$ cat config.mk
export PLATFORM = sky130hd
export DESIGN_NAME = uart_avmm_master_flat
export DESIGN_NICKNAME = d
export VERILOG_FILES = /design/src/rtl/uart_avmm_pkg.sv /design/src/rtl/uart_avmm_master_if.sv /design/src/rtl/uart_poll_timer.sv /design/src/rtl/uart_avmm_master.sv /design/src/flat_wrapper.sv
export SDC_FILE = /design/constraint.sdc
export NUM_CORES = 1
export LEC_CHECK = 0
export BUFFER_PORTS_ARGS = -buffer_cell sky130_fd_sc_hd__clkbuf_2
export CAP_MARGIN = 20
export CORE_ASPECT_RATIO = 0.9
export CORE_UTILIZATION = 52
export DETAILED_ROUTE_END_ITERATION = 10
export HOLD_SLACK_MARGIN = 0.1
export PLACE_DENSITY_LB_ADDON = 0.12
export SYNTH_ARGS = -nofsm -noshare
export SYNTH_HDL_FRONTEND = slang
export SYNTH_HIERARCHICAL = 1
export SYNTH_SLANG_ARGS = --single-unit
export TNS_END_PERCENT = 5
$ cat constraint.sdc
create_clock -name clk_clk -period 3 [get_ports clk_clk]
set_clock_uncertainty 0.15 [all_clocks]
set_input_delay 0.15 -clock clk_clk [delete_from_list [all_inputs] [get_ports clk_clk]]
set_output_delay 0.15 -clock clk_clk [all_outputs]
set_load 0.05 [all_outputs]
$ cat src/rtl/uart_avmm_pkg.sv
// rtl/uart_avmm_pkg.sv - shared constants and helpers for the UART Avalon-MM master
//
// Contents:
//   ADDR_DATA / ADDR_CTRL      register addresses on the rs232_0 slave
//   RVALID_BIT, RE_BIT, WE_BIT bit positions in the data/control registers
//   FIELD_HI / FIELD_LO        slice of the RAVAIL / WSPACE count fields
//   state_t, ST_*              FSM state encoding
//   ctrl_word(), count_field() register packing / unpacking helpers
package uart_avmm_pkg;

   localparam logic ADDR_DATA = 1'b0;
   localparam logic ADDR_CTRL = 1'b1;

   localparam int RVALID_BIT = 15;
   localparam int RE_BIT     = 0;
   localparam int WE_BIT     = 1;

   // RAVAIL (data reg) and WSPACE (control reg) share the same upper half.
   localparam int FIELD_HI = 31;
   localparam int FIELD_LO = 16;

   typedef logic [FIELD_HI-FIELD_LO:0] count_t;

   typedef logic [2:0] state_t;
   localparam state_t ST_INIT    = 3'd0;
   localparam state_t ST_IDLE    = 3'd1;
   localparam state_t ST_CTRL_RD = 3'd2;
   localparam state_t ST_DATA_WR = 3'd3;
   localparam state_t ST_DATA_RD = 3'd4;
   localparam state_t ST_WAIT    = 3'd5;

   localparam logic [3:0] BE_ALL  = 4'b1111;
   localparam logic [3:0] BE_BYTE = 4'b0001;

   function automatic logic [31:0] ctrl_word(input logic re, input logic we);
      logic [31:0] w;
      w         = '0;
      w[RE_BIT] = re;
      w[WE_BIT] = we;
      return w;
   endfunction

   function automatic count_t count_field(input logic [31:0] w);
      return w[FIELD_HI:FIELD_LO];
   endfunction

endpackage

$ cat src/rtl/uart_avmm_master_if.sv
// rtl/uart_avmm_master_if.sv - Avalon-MM register-port bundle toward the rs232_0 slave
//
// Signals:
//   avm_address     0 = data reg, 1 = control reg
//   avm_chipselect  slave select, one cycle per access
//   avm_byteenable  byte lanes
//   avm_read        read strobe
//   avm_write       write strobe
//   avm_writedata   write data
//   avm_readdata    slave read data, valid the cycle after the read strobe
//   avm_irq         slave interrupt (level)
// Modports: master (this block), slave (the UART or a bench model).
interface uart_avmm_master_if;

   logic        avm_address;
   logic        avm_chipselect;
   logic [3:0]  avm_byteenable;
   logic        avm_read;
   logic        avm_write;
   logic [31:0] avm_writedata;
   logic [31:0] avm_readdata;
   logic        avm_irq;

   modport master (
      output avm_address, avm_chipselect, avm_byteenable,
             avm_read, avm_write, avm_writedata,
      input  avm_readdata, avm_irq
   );

   modport slave (
      input  avm_address, avm_chipselect, avm_byteenable,
             avm_read, avm_write, avm_writedata,
      output avm_readdata, avm_irq
   );

endinterface

$ cat src/rtl/uart_poll_timer.sv
// rtl/uart_poll_timer.sv - saturating idle counter that flags when a poll is due
//
// Ports:
//   clk     clock
//   resetn  synchronous active-low reset
//   en      count this cycle (FSM idle)
//   clr     restart from zero (a read is being issued); wins over en
//   due     count has reached POLL_GAP-1
module uart_poll_timer #(
   parameter int POLL_GAP = 64
) (
   input  logic clk,
   input  logic resetn,
   input  logic en,
   input  logic clr,
   output logic due
);

   localparam int CW = $clog2(POLL_GAP);
   localparam logic [CW-1:0] LIMIT = CW'(POLL_GAP - 1);

   logic [CW-1:0] count;

   // Stops at LIMIT so a long idle stretch cannot wrap back to "not due".
   always_ff @(posedge clk) begin
      if (!resetn) begin
         count <= '0;
      end else if (clr) begin
         count <= '0;
      end else if (en && (count != LIMIT)) begin
         count <= count + 1'b1;
      end
   end

   assign due = (count >= LIMIT);

endmodule

$ cat src/rtl/uart_avmm_master.sv
// rtl/uart_avmm_master.sv - byte-stream to polled Avalon-MM bridge for the rs232_0 UART
//
// Build option: UART_AVMM_IRQ_WAIT_EN - rx polling waits on avm_irq instead of the timer.
//
// Ports:
//   clk_clk        system clock
//   reset_reset_n  synchronous active-low reset
//   tx_data        byte to transmit
//   tx_valid       tx_data valid, held until accepted
//   tx_ready       one-cycle accept pulse, coincides with the data write
//   rx_data        received byte
//   rx_valid       rx_data valid, held until rx_ready
//   rx_ready       consumer accepts rx_data
//   avm            Avalon-MM master bundle toward the UART register port
//   busy           FSM is not in IDLE
module uart_avmm_master
   import uart_avmm_pkg::*;
#(
   parameter int POLL_GAP      = 64,
   parameter int RX_IRQ_ENABLE = 0
) (
   input  logic                      clk_clk,
   input  logic                      reset_reset_n,
   input  logic [7:0]                tx_data,
   input  logic                      tx_valid,
   output logic                      tx_ready,
   output logic [7:0]                rx_data,
   output logic                      rx_valid,
   input  logic                      rx_ready,
   uart_avmm_master_if.master        avm,
   output logic                      busy
);

   state_t state;
   logic   rd_is_data;     // the outstanding read targets the data register
   count_t wspace_cache;   // free TX FIFO slots last reported by the UART
   count_t ravail_cache;   // RX bytes still waiting in the UART after the last pop
   logic   last_grant_rx;  // round-robin memory: 1 when rx won the last tx/rx contest

   logic poll_due;
   logic rx_poll;
   logic tx_cand, rx_cand, ctrl_cand;
   logic grant_tx, grant_rx, grant_ctrl;
   logic tmr_en, tmr_clr;
   logic unused_rd;

`ifdef UART_AVMM_IRQ_WAIT_EN
   // Interrupt-driven rx: RE forced on, the level irq replaces the rx poll.
   localparam logic INIT_RE = 1'b1;
   assign rx_poll = avm.avm_irq;
`else
   localparam logic INIT_RE = (RX_IRQ_ENABLE != 0);
   logic unused_irq;
   assign rx_poll    = poll_due;
   assign unused_irq = avm.avm_irq;
`endif

   assign unused_rd = ^avm.avm_readdata[14:8];

   // ------------------------------------------------------------------
   // IDLE arbitration
   // ------------------------------------------------------------------
   assign tx_cand   = tx_valid && (wspace_cache != '0);
   assign rx_cand   = !rx_valid && ((ravail_cache != '0) || rx_poll);
   assign ctrl_cand = tx_valid && (wspace_cache == '0) && poll_due;

   assign grant_tx   = tx_cand && (!rx_cand || last_grant_rx);
   assign grant_rx   = rx_cand && (!tx_cand || !last_grant_rx);
   assign grant_ctrl = ctrl_cand && !tx_cand && !rx_cand;

   assign tmr_en  = (state == ST_IDLE);
   assign tmr_clr = (state == ST_IDLE) && (grant_rx || grant_ctrl);

   uart_poll_timer #(
      .POLL_GAP (POLL_GAP)
   ) u_poll_timer (
      .clk    (clk_clk),
      .resetn (reset_reset_n),
      .en     (tmr_en),
      .clr    (tmr_clr),
      .due    (poll_due)
   );

   assign busy = (state != ST_IDLE);

   // ------------------------------------------------------------------
   // FSM, bus strobes and caches
   // Bus outputs are registered: the strobe is visible during the state
   // named for the access, and the readdata is captured in WAIT.
   // ------------------------------------------------------------------
   always_ff @(posedge clk_clk) begin
      if (!reset_reset_n) begin
         state              <= ST_INIT;
         rd_is_data         <= 1'b0;
         wspace_cache       <= '0;
         ravail_cache       <= '0;
         last_grant_rx      <= 1'b0;
         tx_ready           <= 1'b0;
         rx_valid           <= 1'b0;
         rx_data            <= '0;
         avm.avm_address    <= 1'b0;
         avm.avm_chipselect <= 1'b0;
         avm.avm_byteenable <= '0;
         avm.avm_read       <= 1'b0;
         avm.avm_write      <= 1'b0;
         avm.avm_writedata  <= '0;
      end else begin
         // Strobes and the accept pulse last exactly one cycle.
         avm.avm_chipselect <= 1'b0;
         avm.avm_read       <= 1'b0;
         avm.avm_write      <= 1'b0;
         tx_ready           <= 1'b0;

         if (rx_valid && rx_ready) begin
            rx_valid <= 1'b0;
         end

         case (state)
            ST_INIT: begin
               // First cycle issues the control write, second cycle (strobe
               // on the bus) hands over to IDLE.
               if (avm.avm_write) begin
                  state <= ST_IDLE;
               end else begin
                  avm.avm_address    <= ADDR_CTRL;
                  avm.avm_chipselect <= 1'b1;
                  avm.avm_write      <= 1'b1;
                  avm.avm_byteenable <= BE_ALL;
                  avm.avm_writedata  <= ctrl_word(INIT_RE, 1'b0);
               end
            end

            ST_IDLE: begin
               if (grant_tx) begin
                  avm.avm_address    <= ADDR_DATA;
                  avm.avm_chipselect <= 1'b1;
                  avm.avm_write      <= 1'b1;
                  avm.avm_byteenable <= BE_BYTE;
                  avm.avm_writedata  <= {24'b0, tx_data};
                  tx_ready           <= 1'b1;
                  last_grant_rx      <= 1'b0;
                  state              <= ST_DATA_WR;
               end else if (grant_rx) begin
                  avm.avm_address    <= ADDR_DATA;
                  avm.avm_chipselect <= 1'b1;
                  avm.avm_read       <= 1'b1;
                  avm.avm_byteenable <= BE_ALL;
                  rd_is_data         <= 1'b1;
                  last_grant_rx      <= 1'b1;
                  state              <= ST_DATA_RD;
               end else if (grant_ctrl) begin
                  avm.avm_address    <= ADDR_CTRL;
                  avm.avm_chipselect <= 1'b1;
                  avm.avm_read       <= 1'b1;
                  avm.avm_byteenable <= BE_ALL;
                  rd_is_data         <= 1'b0;
                  state              <= ST_CTRL_RD;
               end
            end

            ST_DATA_WR: begin
               wspace_cache <= wspace_cache - 1'b1;
               state        <= ST_IDLE;
            end

            ST_CTRL_RD, ST_DATA_RD: begin
               state <= ST_WAIT;
            end

            ST_WAIT: begin
               if (rd_is_data) begin
                  if (avm.avm_readdata[RVALID_BIT]) begin
                     rx_data      <= avm.avm_readdata[7:0];
                     rx_valid     <= 1'b1;
                     ravail_cache <= count_field(avm.avm_readdata);
                  end else begin
                     ravail_cache <= '0;
                  end
               end else begin
                  wspace_cache <= count_field(avm.avm_readdata);
               end
               state <= ST_IDLE;
            end

            default: begin
               state <= ST_INIT;
            end
         endcase
      end
   end

endmodule
$ cat src/flat_wrapper.sv
// flat-port wrapper written by rule: the top's interface ports become plain ports
module uart_avmm_master_flat import uart_avmm_pkg::*;
#(
   parameter int POLL_GAP      = 64,
   parameter int RX_IRQ_ENABLE = 0
)
  (clk_clk, reset_reset_n, tx_data, tx_valid, tx_ready, rx_data, rx_valid, rx_ready, busy, avm_avm_address, avm_avm_chipselect, avm_avm_byteenable, avm_avm_read, avm_avm_write, avm_avm_writedata, avm_avm_readdata, avm_avm_irq);
  uart_avmm_master_if avm_i ();
  input  logic clk_clk;
  input  logic reset_reset_n;
  input  logic [7:0] tx_data;
  input  logic tx_valid;
  output logic tx_ready;
  output logic [7:0] rx_data;
  output logic rx_valid;
  input  logic rx_ready;
  output logic busy;
  output wire logic [$bits(avm_i.avm_address)-1:0] avm_avm_address;
  output wire logic [$bits(avm_i.avm_chipselect)-1:0] avm_avm_chipselect;
  output wire logic [$bits(avm_i.avm_byteenable)-1:0] avm_avm_byteenable;
  output wire logic [$bits(avm_i.avm_read)-1:0] avm_avm_read;
  output wire logic [$bits(avm_i.avm_write)-1:0] avm_avm_write;
  output wire logic [$bits(avm_i.avm_writedata)-1:0] avm_avm_writedata;
  input wire logic [$bits(avm_i.avm_readdata)-1:0] avm_avm_readdata;
  input wire logic [$bits(avm_i.avm_irq)-1:0] avm_avm_irq;
  assign avm_avm_address = avm_i.avm_address;
  assign avm_avm_chipselect = avm_i.avm_chipselect;
  assign avm_avm_byteenable = avm_i.avm_byteenable;
  assign avm_avm_read = avm_i.avm_read;
  assign avm_avm_write = avm_i.avm_write;
  assign avm_avm_writedata = avm_i.avm_writedata;
  assign avm_i.avm_readdata = avm_avm_readdata;
  assign avm_i.avm_irq = avm_avm_irq;
  uart_avmm_master #(.POLL_GAP(POLL_GAP), .RX_IRQ_ENABLE(RX_IRQ_ENABLE)) u_core (.clk_clk(clk_clk), .reset_reset_n(reset_reset_n), .tx_data(tx_data), .tx_valid(tx_valid), .tx_ready(tx_ready), .rx_data(rx_data), .rx_valid(rx_valid), .rx_ready(rx_ready), .avm(avm_i), .busy(busy));
endmodule
Yosys cells after proc, flatten, opt, wreduce, memory -nomap -nowiden
Index checks and enable logic that the tools add are counted.

operators by class
  reduce and logical (&&, ||, !) cells = 40
  add/sub/neg operators = 2
  equal/unequal tests = 12
  magnitude comparators = 1
  mux-type cells = 36
  bitwise logic cells = 3

operators by type and width
  cell                   count
  $mux 32                2
  $pmux 32 s2            1
  $mux 16                2
  $pmux 16 s2            1
  $reduce_bool 16->1     2
  $mux 1                 17
  $logic_not 16->1       1
  $mux 4                 4
  $sub 16x1->16 const B  1
  $mux 3                 4
  $pmux 3 s4             1
  $reduce_and 3->1       4
  $logic_and 1x1->1      11
  $reduce_and 2->1       5
  $pmux 4 s2             1
  $reduce_bool 2->1      4
  $add 6x1->6 const B    1
  $eq 3x2->1 const B     2
  $eq 3x3->1 const B     2
  $ge 6x6->1 const B     1
  $ne 6x6->1 const B     1
  $pmux 1 s2             3
  $reduce_or 2->1        3
  $logic_not 1->1        4
  9 further kinds        16

storage, ports and cells
  register bits = 93
  word-level logic and storage cells = 109
  output and inout bits = 51

Logic depth before layout (Yosys ltp)
  depth after elaboration = 9
  depth in mapped cells = 12
  gate-level depth less buffers = 12

Modules after synthesis
The synthesis kept the hierarchy.

by module, submodules not included
  module            area each (µm²)  cells each  times used  sequential area each (µm²)
  uart_avmm_master  2990.4           366         1           1221.2
  uart_poll_timer   301.5            33          1           120.1

Least setup slack after synthesis
No wires, ideal clock.

  kind = register -> register
  start point = register u_core.u_poll_timer.count[0]
  end point = register u_core.u_poll_timer.count[3]
  data arrival time = 2252 ps
  required time = 2776 ps
  slack = 524 ps
  library setup time = 74 ps
  buffers on the path = 0
  stages on the path, launching flop included = 13
  cell sequence = dfxtp_1 ha_1 nand3_1 or2_1 inv_1 nor4_1 nand4_1 o21bai_1 a21boi_0 nor3_1 nor2b_1 o21ai_0 a31oi_1

on the way
  cells in the longest elaborated chain, start to end = 8
  elaborated cells on any way between the ends = 14
  classes of those cells = add/sub (1); order compare (1); eq/ne (1); reduce/logical (11)

ends and longest elaborated chain
  element                      RTL line                RTL
  start, declared              uart_poll_timer.sv:22   logic [CW-1:0] count;
  start signal, assigned       uart_poll_timer.sv:31   count <= count + 1'b1;
  $ge 6x6->1 *                 uart_poll_timer.sv:35   assign due = (count >= LIMIT);
  via u_core.poll_due          uart_avmm_master.sv:40  logic poll_due;
  $logic_or 1x1->1             uart_avmm_master.sv:64  assign rx_cand = !rx_valid && ((ravail_cache != '0) || rx_poll);
  $logic_and 1x1->1            uart_avmm_master.sv:64
  $logic_not 1->1              uart_avmm_master.sv:69  assign grant_ctrl = ctrl_cand && !tx_cand && !rx_cand;
  $logic_and 1x1->1            uart_avmm_master.sv:69
  $logic_or 1x1->1 *           uart_avmm_master.sv:72  assign tmr_clr = (state == ST_IDLE) && (grant_rx || grant_ctrl);
  $logic_and 1x1->1 *          uart_avmm_master.sv:72
  via u_core.tmr_clr           uart_avmm_master.sv:44  logic tmr_en, tmr_clr;
  $reduce_or 2->1 (no line) *  n/a

The timed path passes the listed nets; every way through them passes the cells marked *.
A chain may end at the register's enable or synchronous reset.

Worst setup path in the final report
Same ends and word-level chain as after synthesis.

==> reports/metrics.sh <==
RUN_STATUS='finished clean'
DPL_CELL_AREA_SQ_UM=3556
SYNTHDOMINANTAREACELLTYPE='dfxtp_1'
MAXSLEWVIOLCOUNT=0
NUMBER_OF_BUFFERS_INSERTED_DURING_CLOCK_TREE_SYNTHESIS=9
FINAL_NET_COUNT=533
TIMING.CRITICAL_PATH.FROM_TYPE='flip-flop'
TNS_NS=0
YOSYSMOSTFREQUENTCELL='dfxtp_1'
PLACEDCELLCOUNT=528
CTS_TREE='yes'
CTS_ROOT_BUFFER='clkbuf_8'
DRIVE_GT1_SHARE_PCT=20.37
WORSTPATHREQUIRED_NS=3.12
DIE_Y_UM=77.48
CP-END-KIND='flip-flop'
FLOORPLAN.CORE_AREA_SQ_UM=6115
YS.WARNINGS.COUNT=6
INITIALDRTVIOLATIONCOUNT=201
MAX_FREQ_MHz=380.4
BUFFER_PORTS.INSERTED=63
GLOBAL_ROUTE.OVERFLOW_TOTAL=0
AVGVIACOUNTPERCELL=5.516
CTS_SINKS=67
SYNTH_ENABLE_FLOP_CELLS=0
NUMBER_OF_GLOBAL_ROUTE_VIAS_BEFORE_REPAIR=2832
GLOBAL_ROUTE.USAGE.TOTAL_PCT=25.10
DIE_W_UM=85.87
LEAKAGE_nW=1.728
WL_PER_CELL_UM=13.99
RELSLEWSLACK_PCT=52.92
FILL_CELLS=517
SEQUENTIAL_CELL_AREA_SQ_UM=1341
PRE_CTS_WS_NS=0.2617
CTS_BUFFER_DEPTH=2
FINALCRITPERIODSHARE_PCT=87.63
MAX_SLEW.WORST_PIN.SLEW_NS=0.7004
GLOBALPLACE.CONGESTION=0.8289
SYNTH_TOP_AREA_SHARE_PCT=40.74
MULTI_INPUT_AREA_SQ_UM=1714
YS_TYPES=65
SYNTH_TOP_CELLS_BY_COUNT='67 x dfxtp_1, 59 x nand2_1, 48 x a21oi_1, 31 x nand3_1, 26 x buf_4'
SYNTH_ASYNC_SR_FLOP_SHARE_PCT=0
DIODES=0
FINAL_CELL_COUNT_NO_FILL=578
RSZ0062_AT_GRT='false'
MAX_CAP_VIOL_COUNT=0
SUMMED_AREA_OF_NON_FILLER_CELLS_IN_THE_FINAL_LAYOUT_SQ_UM=4071
FINAL_HOLD_VIOL_COUNT=0
MAXIMUM_NUMBER_OF_PINS_ON_ONE_NET_BEFORE_GLOBAL_ROUTE_REPAIR=36
SETUP_VIOL=0
POST_SYNTH_INST_COUNT=399
REMAINING_DRC_ERRORS=0
DIE_AREA_SQ_UM=6653
GRT_ANTENNA_BEFORE_REPAIR=0
SYNTH.YOSYS.SEQ_AREA_SHARE_PCT=40.74
WORST_HOLD_PATH_TYPE='input pin to flip-flop'
DETAILEDPLACEMENTHPWL_MM=5.270
IOPINCOUNT=96
FINAL_ANTENNA_NET_COUNT=0
POWERDENSITY_nW_PER_UM2=526.6
FINAL_WS_SETUP_NS=0.3711
TOTAL_ROUTED_LENGTH_MM=8.086
YS_DOMINANT_REG_CELL='dfxtp_1'
DETAIL_ROUTE.FIRST_PASS.ITERATIONS=5
SYNTH_SEQ_CELLS=67
TIMING_WORST_SETUP_PATH_TYPE='flip-flop to flip-flop'
CRITICAL_PATH_PEAK_FANOUT=6
IR_DROP_mV=0.4095
POST-LAYOUT-TOTAL-POWER_mW=2.144
CTS_POST_SETUP_BUFFERS_INSERTED=0
FINALWORSTPATHREQUIREDPERIOD_NS=2.629
ROW_COUNT=27
SYNTH_AREA_PER_CELL_SQ_UM=8.250
GLOBAL_ROUTE_WIRE_LENGTH_BEFORE_REPAIR_MM=13.23
CLOCK_LATENCY_NS=0.35
LAYOUT-AREA-OVERHEAD-VS-SYNTH_PCT=23.68
START_UTIL_PCT=53.84
HTREEDEPTH=3
NETLIST_AREA_SQ_UM=3292
NUM_VIAS=3188
NETLIST_TOP_CELLS_AREA='dfxtp_1 41%, a21oi_1 7.3%, nand2_1 6.7%, buf_4 5.9%, nand3_1 4.7%'
CLKSLEWWORSTSETUPHOLDPATHS_NS=0.07
WORST-ENDPOINT-ARRIVAL_NS=2.75
[kinds of logic after synthesis]
kind of cell    after synthesis  share of synthesized area [%]
other cells                   1                         0.1139
simple gates                154                          24.82
xor+xnor                      1                         0.2661
compound gates              111                          21.86
buf+inv                      58                          9.882
flops                        67                          40.75
mux                           5                          1.558
fa+ha+maj                     2                         0.7600
[cells in the final DEF (no fill, tap or decap), types with 11 or more instances in the layout]
master,instances
o21ai_0,12
nor2_1,17
dlygate4sd3_1,34
nand2_1,59
clkbuf_8,11
clkbuf_2,63
a21oi_1,48
dfxtp_1,67
conb_1,24
nand3_1,31
[timing repair]
action                                  in CTS  in global routing
hold buffers                                34                  0
endpoints found under the setup margin       0                  2
gates resized for setup                      0                  1
hold endpoints to repair                    51                  0
[per-layer routing]
| metal | share of wire (%) | GRT usage [%] |
|---|---|---|
| met1 | 46 | 33.69 |
| met2 | 45 | 39.21 |
| met3 | 6.6 | 5.745 |
| met4 | 2.2 | 9.333 |
| met5 | 0 | 0 |
[final timing paths]
kind / start / to / slack [ns] / cells after the start
worst min register to register: u_core/ravail_cache[14] / u_core/ravail_cache[14] / 0.30 / 2
worst min-delay path: reset_reset_n / u_core/avm.avm_byteenable[0] / 0.20 / 2
worst max register to register: u_core/u_poll_timer/count[0] / u_core/u_poll_timer/count[3] / 0.37 / 12
worst max-delay path: u_core/u_poll_timer/count[0] / u_core/u_poll_timer/count[3] / 0.37 / 12
[state kept, by name, summed over array words and instances (netlist names)]
signal                     flops
u_core/avm.avm_byteenable      2
u_core/avm.avm_chipselect      1
u_core/tx_ready                1
u_core/rx_data                 8
u_core/state                   3
u_core/last_grant_rx           1
u_core/wspace_cache           16
u_core/rx_valid                1
u_core/avm.avm_address         1
u_core/rd_is_data              1
u_core/avm.avm_write           1
u_core/avm.avm_read            1
u_core/avm.avm_writedata       8
u_core/ravail_cache           16
u_core/u_poll_timer/count      6
[metrics by stage]
stage                     hold slack, ns  utilization, %
after global routing              0.2193           66.58
after detailed placement          0.2223           58.15
after floorplan                   0.1326               -
final                             0.2027           66.58
after global placement            0.2178           58.15
after CTS                         0.1835           66.54
[final cells by class]
| type | instances | area share [%] |
|---|---|---|
| tap | 87 | 2.674 |
| sequential | 67 | 32.94 |
| timing repair buffer | 104 | 17.39 |
| multi-input combinational | 297 | 42.10 |
| clock buffer | 14 | 3.995 |
| inverter | 7 | 0.6454 |
| clock inverter | 2 | 0.2459 |
[worst max-delay path, cell delays in order, from the launching register on]
cell and delay [ns]:
dfxtp_1 0.33, ha_1 0.24, nand3_1 0.13, or2_1 0.16, inv_1 0.11, nor4_1 0.19
nand4_1 0.19, o21bai_1 0.19, a21boi_0 0.26, nor3_1 0.10, nor2b_2 0.23, o21ai_0 0.13
a31oi_1 0.15
[power by group]
group | internal, mW | switching, mW
combinational | 0.141 | 0.361
sequential | 0.931 | 0.0350
clock | 0.344 | 0.332
total | 1.42 | 0.728
No activity file was read; power rests on OpenSTA's default activity.
